[config.mk]
export PLATFORM = sky130hd
export DESIGN_NAME = rs_output_correction_flat
export DESIGN_NICKNAME = d
export VERILOG_FILES = /design/src/rtl/rs_pkg.sv /design/src/rtl/rs_output_correction_if.sv /design/src/rtl/rs_err_table.sv /design/src/rtl/rs_output_correction.sv /design/src/flat_wrapper.sv
export SDC_FILE = /design/constraint.sdc
export NUM_CORES = 1
export LEC_CHECK = 0
export BUFFER_PORTS_ARGS = -buffer_cell sky130_fd_sc_hd__clkbuf_2
export CELL_PAD_IN_SITES_DETAIL_PLACEMENT = 1
export CELL_PAD_IN_SITES_GLOBAL_PLACEMENT = 1
export CORE_MARGIN = 5
export CORE_UTILIZATION = 50
export CTS_CLUSTER_DIAMETER = 80
export DETAILED_ROUTE_END_ITERATION = 12
export GPL_TIMING_DRIVEN = 0
export MAX_ROUTING_LAYER = met4
export PLACE_DENSITY_LB_ADDON = 0.1
export SLEW_MARGIN = 10
export SYNTH_ARGS = -nofsm -noshare
export SYNTH_HDL_FRONTEND = slang
export SYNTH_SLANG_ARGS = --single-unit
[constraint.sdc]
create_clock -name clk -period 3.35 [get_ports clk]
set_input_delay 0.5025 -clock clk [delete_from_list [all_inputs] [get_ports clk]]
set_output_delay 0.5025 -clock clk [all_outputs]
set_load 0.01 [all_outputs]
[src/rtl/rs_pkg.sv]
// Shared constants, FSM state encoding and error-entry payload for the RS(204,188)
// output correction stage.
package rs_pkg;

    localparam int unsigned N  = 204;
    localparam int unsigned K  = 188;
    localparam int unsigned T  = 8;
    localparam int unsigned AW = 8;
    localparam int unsigned DW = 8;
    localparam int unsigned PW = $clog2(T + 1);
    localparam int unsigned IW = $clog2(T);

    localparam logic [AW-1:0] ADDR_FIRST     = AW'(N - 1);
    localparam logic [AW-1:0] ADDR_LAST_DATA = AW'(N - K);

    typedef enum logic [1:0] {
        IDLE  = 2'd0,
        READ  = 2'd1,
        DRAIN = 2'd2
    } state_t;

    typedef struct packed {
        logic [AW-1:0] loc;
        logic [DW-1:0] val;
    } err_entry_t;

endpackage

[src/rtl/rs_output_correction_if.sv]
// Error-entry bus from the Forney stage into the output correction stage.
interface rs_output_correction_if;
    import rs_pkg::*;

    logic          err_ready;
    logic          err_we;
    logic [AW-1:0] err_loc;
    logic [DW-1:0] err_val;
    logic          err_done;
    logic          decode_fail;

    modport master (
        input  err_ready,
        output err_we, err_loc, err_val, err_done, decode_fail
    );

    modport slave (
        output err_ready,
        input  err_we, err_loc, err_val, err_done, decode_fail
    );

endinterface

[src/rtl/rs_err_table.sv]
// T-entry error table: stores location/value pairs for one block and returns the
// XOR of all values whose location matches the probe address.
module rs_err_table
    import rs_pkg::*;
(
    input  logic          clk,
    input  logic          reset,
    input  logic          clear,
    input  logic          we,
    input  err_entry_t    wr_entry,
    input  logic [AW-1:0] addr,
    output logic [DW-1:0] err_mask,
    output logic          overflow
);

    err_entry_t      entry_q [T];
    logic [T-1:0]    valid_q;
    logic [PW-1:0]   wr_ptr_q;

    // Slot fill; writes beyond T entries only raise the overflow flag
    always_ff @(posedge clk or negedge reset) begin
        if (!reset) begin
            valid_q  <= '0;
            wr_ptr_q <= '0;
            overflow <= 1'b0;
            for (int i = 0; i < int'(T); i++) begin
                entry_q[i] <= '0;
            end
        end else if (clear) begin
            valid_q  <= '0;
            wr_ptr_q <= '0;
            overflow <= 1'b0;
        end else if (we) begin
            if (wr_ptr_q == PW'(T)) begin
                overflow <= 1'b1;
            end else begin
                entry_q[wr_ptr_q[IW-1:0]] <= wr_entry;
                valid_q[wr_ptr_q[IW-1:0]] <= 1'b1;
                wr_ptr_q                  <= wr_ptr_q + PW'(1);
            end
        end
    end

    // Parallel match; parity or out-of-range locations never contribute
    always_comb begin
        err_mask = '0;
        for (int i = 0; i < int'(T); i++) begin
            if (valid_q[i] && (entry_q[i].loc == addr) &&
                (entry_q[i].loc >= ADDR_LAST_DATA) && (entry_q[i].loc <= ADDR_FIRST)) begin
                err_mask = err_mask ^ entry_q[i].val;
            end
        end
    end

endmodule

[src/rtl/rs_output_correction.sv]
// Final RS(204,188) stage: reads a buffered block back from the input memories,
// applies the Forney corrections and streams the 188 data bytes.
module rs_output_correction
    import rs_pkg::*;
(
    input  logic                   clk,
    input  logic                   reset,
    rs_output_correction_if.slave  err,
    output logic [AW-1:0]          R_Add,
    output logic                   RE,
    input  logic [DW-1:0]          Read_byte,
    output logic [DW-1:0]          out_byte,
    output logic                   out_valid,
    output logic                   out_sof,
    output logic                   out_eof,
    output logic                   out_fail,
    output logic                   busy
);

    state_t        state_q, state_n;
    logic [AW-1:0] r_add_n;
    logic          re_n;
    logic          drain_q, drain_n;
    logic          fail_q, fail_n;
    logic          clear_c;
    logic          tbl_we_c;
    err_entry_t    wr_entry_c;
    logic [DW-1:0] err_mask;
    logic          overflow;
    logic          blk_fail_c;
    logic          rd_vld_q;
    logic [AW-1:0] addr_q;

    assign tbl_we_c   = err.err_we && (state_q == IDLE);
    assign wr_entry_c = '{loc: err.err_loc, val: err.err_val};
    assign clear_c    = (state_q == DRAIN) && (state_n == IDLE);
    assign blk_fail_c = fail_q || overflow;

    rs_err_table u_err_table (
        .clk      (clk),
        .reset    (reset),
        .clear    (clear_c),
        .we       (tbl_we_c),
        .wr_entry (wr_entry_c),
        .addr     (addr_q),
        .err_mask (err_mask),
        .overflow (overflow)
    );

    // Control state and registered control outputs
    always_ff @(posedge clk or negedge reset) begin
        if (!reset) begin
            state_q       <= IDLE;
            R_Add         <= '0;
            RE            <= 1'b1;
            drain_q       <= 1'b0;
            fail_q        <= 1'b0;
            busy          <= 1'b0;
            err.err_ready <= 1'b1;
        end else begin
            state_q       <= state_n;
            R_Add         <= r_add_n;
            RE            <= re_n;
            drain_q       <= drain_n;
            fail_q        <= fail_n;
            busy          <= (state_n != IDLE);
            err.err_ready <= (state_n == IDLE);
        end
    end

    // Next-state: sweep 203..16 once, drain the two pipeline stages, swap banks
    always_comb begin
        state_n = state_q;
        r_add_n = R_Add;
        re_n    = RE;
        drain_n = drain_q;
        fail_n  = fail_q;
        case (state_q)
            IDLE: begin
                if (err.err_done) begin
                    state_n = READ;
                    r_add_n = ADDR_FIRST;
                    fail_n  = err.decode_fail;
                end
            end
            READ: begin
                if (R_Add == ADDR_LAST_DATA) begin
                    state_n = DRAIN;
                    drain_n = 1'b0;
                end else begin
                    r_add_n = R_Add - AW'(1);
                end
            end
            DRAIN: begin
                if (drain_q) begin
                    state_n = IDLE;
                    re_n    = ~RE;
                end else begin
                    drain_n = 1'b1;
                end
            end
            default: state_n = IDLE;
        endcase
    end

    // Address delayed one cycle to line up with Read_byte, then correct and register
    always_ff @(posedge clk or negedge reset) begin
        if (!reset) begin
            rd_vld_q  <= 1'b0;
            addr_q    <= '0;
            out_byte  <= '0;
            out_valid <= 1'b0;
            out_sof   <= 1'b0;
            out_eof   <= 1'b0;
            out_fail  <= 1'b0;
        end else begin
            rd_vld_q  <= (state_q == READ);
            addr_q    <= R_Add;
            out_valid <= rd_vld_q;
            out_sof   <= rd_vld_q && (addr_q == ADDR_FIRST);
            out_eof   <= rd_vld_q && (addr_q == ADDR_LAST_DATA);
            out_fail  <= rd_vld_q && blk_fail_c;
            out_byte  <= rd_vld_q ? (Read_byte ^ (blk_fail_c ? {DW{1'b0}} : err_mask))
                                  : {DW{1'b0}};
        end
    end

endmodule

[src/flat_wrapper.sv]
// flat-port wrapper written by rule: the top's interface ports become plain ports
module rs_output_correction_flat import rs_pkg::*;
  (clk, reset, R_Add, RE, Read_byte, out_byte, out_valid, out_sof, out_eof, out_fail, busy, err_err_ready, err_err_we, err_err_loc, err_err_val, err_err_done, err_decode_fail);
  rs_output_correction_if err_i ();
  input  logic clk;
  input  logic reset;
  output logic [AW-1:0] R_Add;
  output logic RE;
  input  logic [DW-1:0] Read_byte;
  output logic [DW-1:0] out_byte;
  output logic out_valid;
  output logic out_sof;
  output logic out_eof;
  output logic out_fail;
  output logic busy;
  output wire logic [$bits(err_i.err_ready)-1:0] err_err_ready;
  input wire logic [$bits(err_i.err_we)-1:0] err_err_we;
  input wire logic [$bits(err_i.err_loc)-1:0] err_err_loc;
  input wire logic [$bits(err_i.err_val)-1:0] err_err_val;
  input wire logic [$bits(err_i.err_done)-1:0] err_err_done;
  input wire logic [$bits(err_i.decode_fail)-1:0] err_decode_fail;
  assign err_err_ready = err_i.err_ready;
  assign err_i.err_we = err_err_we;
  assign err_i.err_loc = err_err_loc;
  assign err_i.err_val = err_err_val;
  assign err_i.err_done = err_err_done;
  assign err_i.decode_fail = err_decode_fail;
  rs_output_correction u_core (.clk(clk), .reset(reset), .err(err_i), .R_Add(R_Add), .RE(RE), .Read_byte(Read_byte), .out_byte(out_byte), .out_valid(out_valid), .out_sof(out_sof), .out_eof(out_eof), .out_fail(out_fail), .busy(busy));
endmodule
==> results.md <==
* Critical Path Slowest Stage Cell: nor3_2
* Port Buf Inserts at 51
* ANT cells at 0
* Post-synthesis sequential area ratio at 49.9%
* Pre-antenna DRT Iters at 6
* Hold buffer count at CTS at 0
* Synth Net Count at 764
* Max Cap Viol at 0
* Net Sw Frac at 22.2%
* Clock tree sinks at 177
* Final worst setup slack at -0.0134 ns
* Internal Power at 3.31 mW
* Comb pwr share at 2.7%
* Endpoint class of the critical path: flip-flop
* GPL Wtd Cong at 0.881
* Slew margin rel. at 40.3%
* RSZ-0062 raised after global routing: true
* Mapped Cells at 732
* Sequential Power Share at 50.4%
* Max Root-Sink Buffers at 2
* CTS tree: built
* Post-synth EDFFs at 0
* Crit-path cells: clkbuf_1, inv_1, ha_1, nand3b_1, and3_1, clkbuf_1, nand2_1, nor3_2, buf_2, mux2_2
* Hold slack at 0.143 ns
* Slew Viols, Final at 0
* # rows at 48
* Cell Count, Final, Fillers Out at 1049
* Tmin final at 3.36 ns
* Switching power at 945 uW
* Via count at 6091
* Chip Height at 143 um
* Worst slack, placed at -0.162 ns
* Cell count after placement at 1011
* Reg2Reg Depth at 10
* Post-DP HPWL at 17.2 mm
* Post-Syn Area at 0.00888 sq mm
* Least-Margin Pin Slew at 0.893 ns
* # DRC at 0
* CP required at 3.66 ns
* Asr flop ratio synth at 100%
* Fin nets at 843
* FMAX at 297 MHz
* P&R area growth vs syn at 14.9%
* FILL cells at 1807
* GRT Total Usage at 26.2%
* CP Data Arrival Time at 3.67 ns
* First DRT Iteration DRCs at 297
* CORE AREA at 0.0174 sq mm
* Largest vdd supply drop at 0.385 mV
* Critical Path Start Type: flip-flop
* Setup TNS at -0.0529 ns
* Proportion of layout cells with a drive suffix above 1 at 31.8%
* Most numerous cell in the Yosys netlist: dfrtp_1
* Clk slew on worst S/H paths at 0.06 ns
* Power per cell area at 417 mW/mm^2
* Fin crit share at 100%
* Commonest cells in the netlist: 175 x dfrtp_1, 128 x mux2_2, 77 x xnor2_1
* Wirelength per Cell at 23.6 um
* Setup-failing EPs final at 8
* Ys Warns at 0
* Initial Utilization at 51.2%
* Drt total wl at 24.8 mm
* Clk_skew at 0.0104 ns
* Worst Setup Path Type: reg -> reg
* First-pass GRT wire length at 38.9 mm
* Area contributors post-synth: dfrtp_1 49%, mux2_2 16%, xnor2_1 7.6%
* Num ports at 52
* Die width at 143 um
* Post-synth top flop: dfrtp_1
* DRT antenna net count at 0
* Initial antenna violation count at 0
* Worst hold path class: in -> async
* Post-synthesis cell type count at 51
* Status: complete, but fails checks
* Routed vias/inst at 5.81
* Leakage at 4.70 nW
* Vias in the first global route at 6757
* Clock network power share at 46.9%
* Failing checks: negative setup slack
* FF+latch count, synth at 177
* Crit path largest cell delay at 0.64 ns
* Largest net degree at the start of global routing at 107
* Num CTS Buffers at 17
* Fin. Hold Viols at 0
* Root Driver: clkbuf_16
* Crit-path most repeated cell: clkbuf_1
* Clock insertion delay at the later pin of the skew report at 0.43 ns
* Syn Area/Cell at 12.1 sq um
* Top cell type's share of synthesized area at 49.3%
* GRT overflow at 0
* Die area at 0.0205 sq mm
* Crit-path max FO at 10
* Cell taking the most area after synthesis: dfrtp_1
* H-tree depth at 4
-- registers in the layout, indices dropped and copies added (netlist names), 2 cells and up --
register	count
u_core.u_err_table.entry_q	128
u_core.u_err_table.valid_q	8
u_core.addr_q	8
u_core.u_err_table.wr_ptr_q	4
u_core.state_q	2
u_core.out_byte	8
u_core.R_Add	8
-- stage by stage --
stage | utilization, % | cell area [sq um] | total power, mW
global placement | 54.2 | 9420 | 2.29
floorplan | - | 8880 | 2.19
global route | 58.8 | 10200 | 4.38
detailed placement | 54.7 | 9490 | 2.30
finish | 58.8 | 10200 | 4.26
CTS | 58.3 | 10100 | 4.29
-- worst paths after layout --
check / startpoint / end / slack [ns]
setup reg to reg: u_core.u_err_table.wr_ptr_q[1] / u_core.u_err_table.entry_q[91] / -0.01
hold / removal: reset / u_core.u_err_table.entry_q[67] / 0.14
setup / recovery: u_core.u_err_table.wr_ptr_q[1] / u_core.u_err_table.entry_q[91] / -0.01
hold reg to reg: u_core.rd_vld_q / u_core.out_valid / 0.44
max in group asynchronous: reset / u_core.err.err_ready / 2.42
min in group clk: err_decode_fail / u_core.fail_q / 0.26
-- cell families after synthesis --
kind of cell / share of synthesized area, %
buf+inv: 2.25
compound gates: 2.83
simple gates: 14.7
xor+xnor: 13.4
mux: 16.5
fa+ha+maj: 0.423
flops: 49.9
-- cell type report --
| class | count | area [sq um] | share of cell area [%] |
|---|---|---|---|
| inverters | 11 | 41.3 | 0.405 |
| well taps | 225 | 282 | 2.76 |
| multi-input cells | 519 | 4320 | 42.4 |
| clock buffers | 21 | 460 | 4.51 |
| plain buffers | 25 | 163 | 1.59 |
| repair buffers | 60 | 372 | 3.64 |
| flip-flops and latches | 177 | 4430 | 43.4 |
| clock inverters | 11 | 130 | 1.28 |
-- power by group through the flow --
stage	clock network [mW]	logic, mW	registers [mW]
after floorplan	0	0.00655	2.19
after global placement	0	0.108	2.18
after detailed placement	0	0.121	2.18
after CTS	2.02	0.121	2.14
after global routing	2.11	0.131	2.14
final	2.00	0.116	2.14
-- per-layer routing --
layer	wire [um]	vias up	GRT usage, %
li1	-	2762	-
met1	10600	3173	33.0
met2	12500	117	43.2
met3	973	39	4.45
met4	687	0	8.67
met5	0	-	-
-- layout by cell type, fill, tap and decap left out, types with 4 or more instances in the layout --
cell,instances
clkbuf_2,53
inv_1,11
nand4_1,22
o21ai_0,12
mux2_2,128
nor4_4,6
buf_6,4
a21oi_1,4
and2_1,5
a21boi_1,4
xnor3_1,13
clkinvlp_4,4
clkbuf_16,17
nor2_1,27
dfrtp_1,175
xor2_1,19
or3_1,7
or4_1,6
nand2_1,76
xnor2_1,75
a211oi_1,9
buf_4,11
xnor2_2,4
nand3_1,31
clkbuf_1,12
nor4_1,25
-- worst max-delay path, delay by kind of cell (launching register included) --
kind	cells	cell delay, ns
flops	1	0.35
simple gates	4	1.15
mux	1	0.37
buf+inv	4	1.13
fa+ha+maj	1	0.23
-- what timing repair did --
action | in CTS | in global routing
resized for setup | 7 | 8
setup buffers | 0 | 6
hold endpoints to repair | 0 | 0
pin swaps | 0 | 1
setup endpoints to repair | 22 | 59
(Power assumes the default switching activity.)
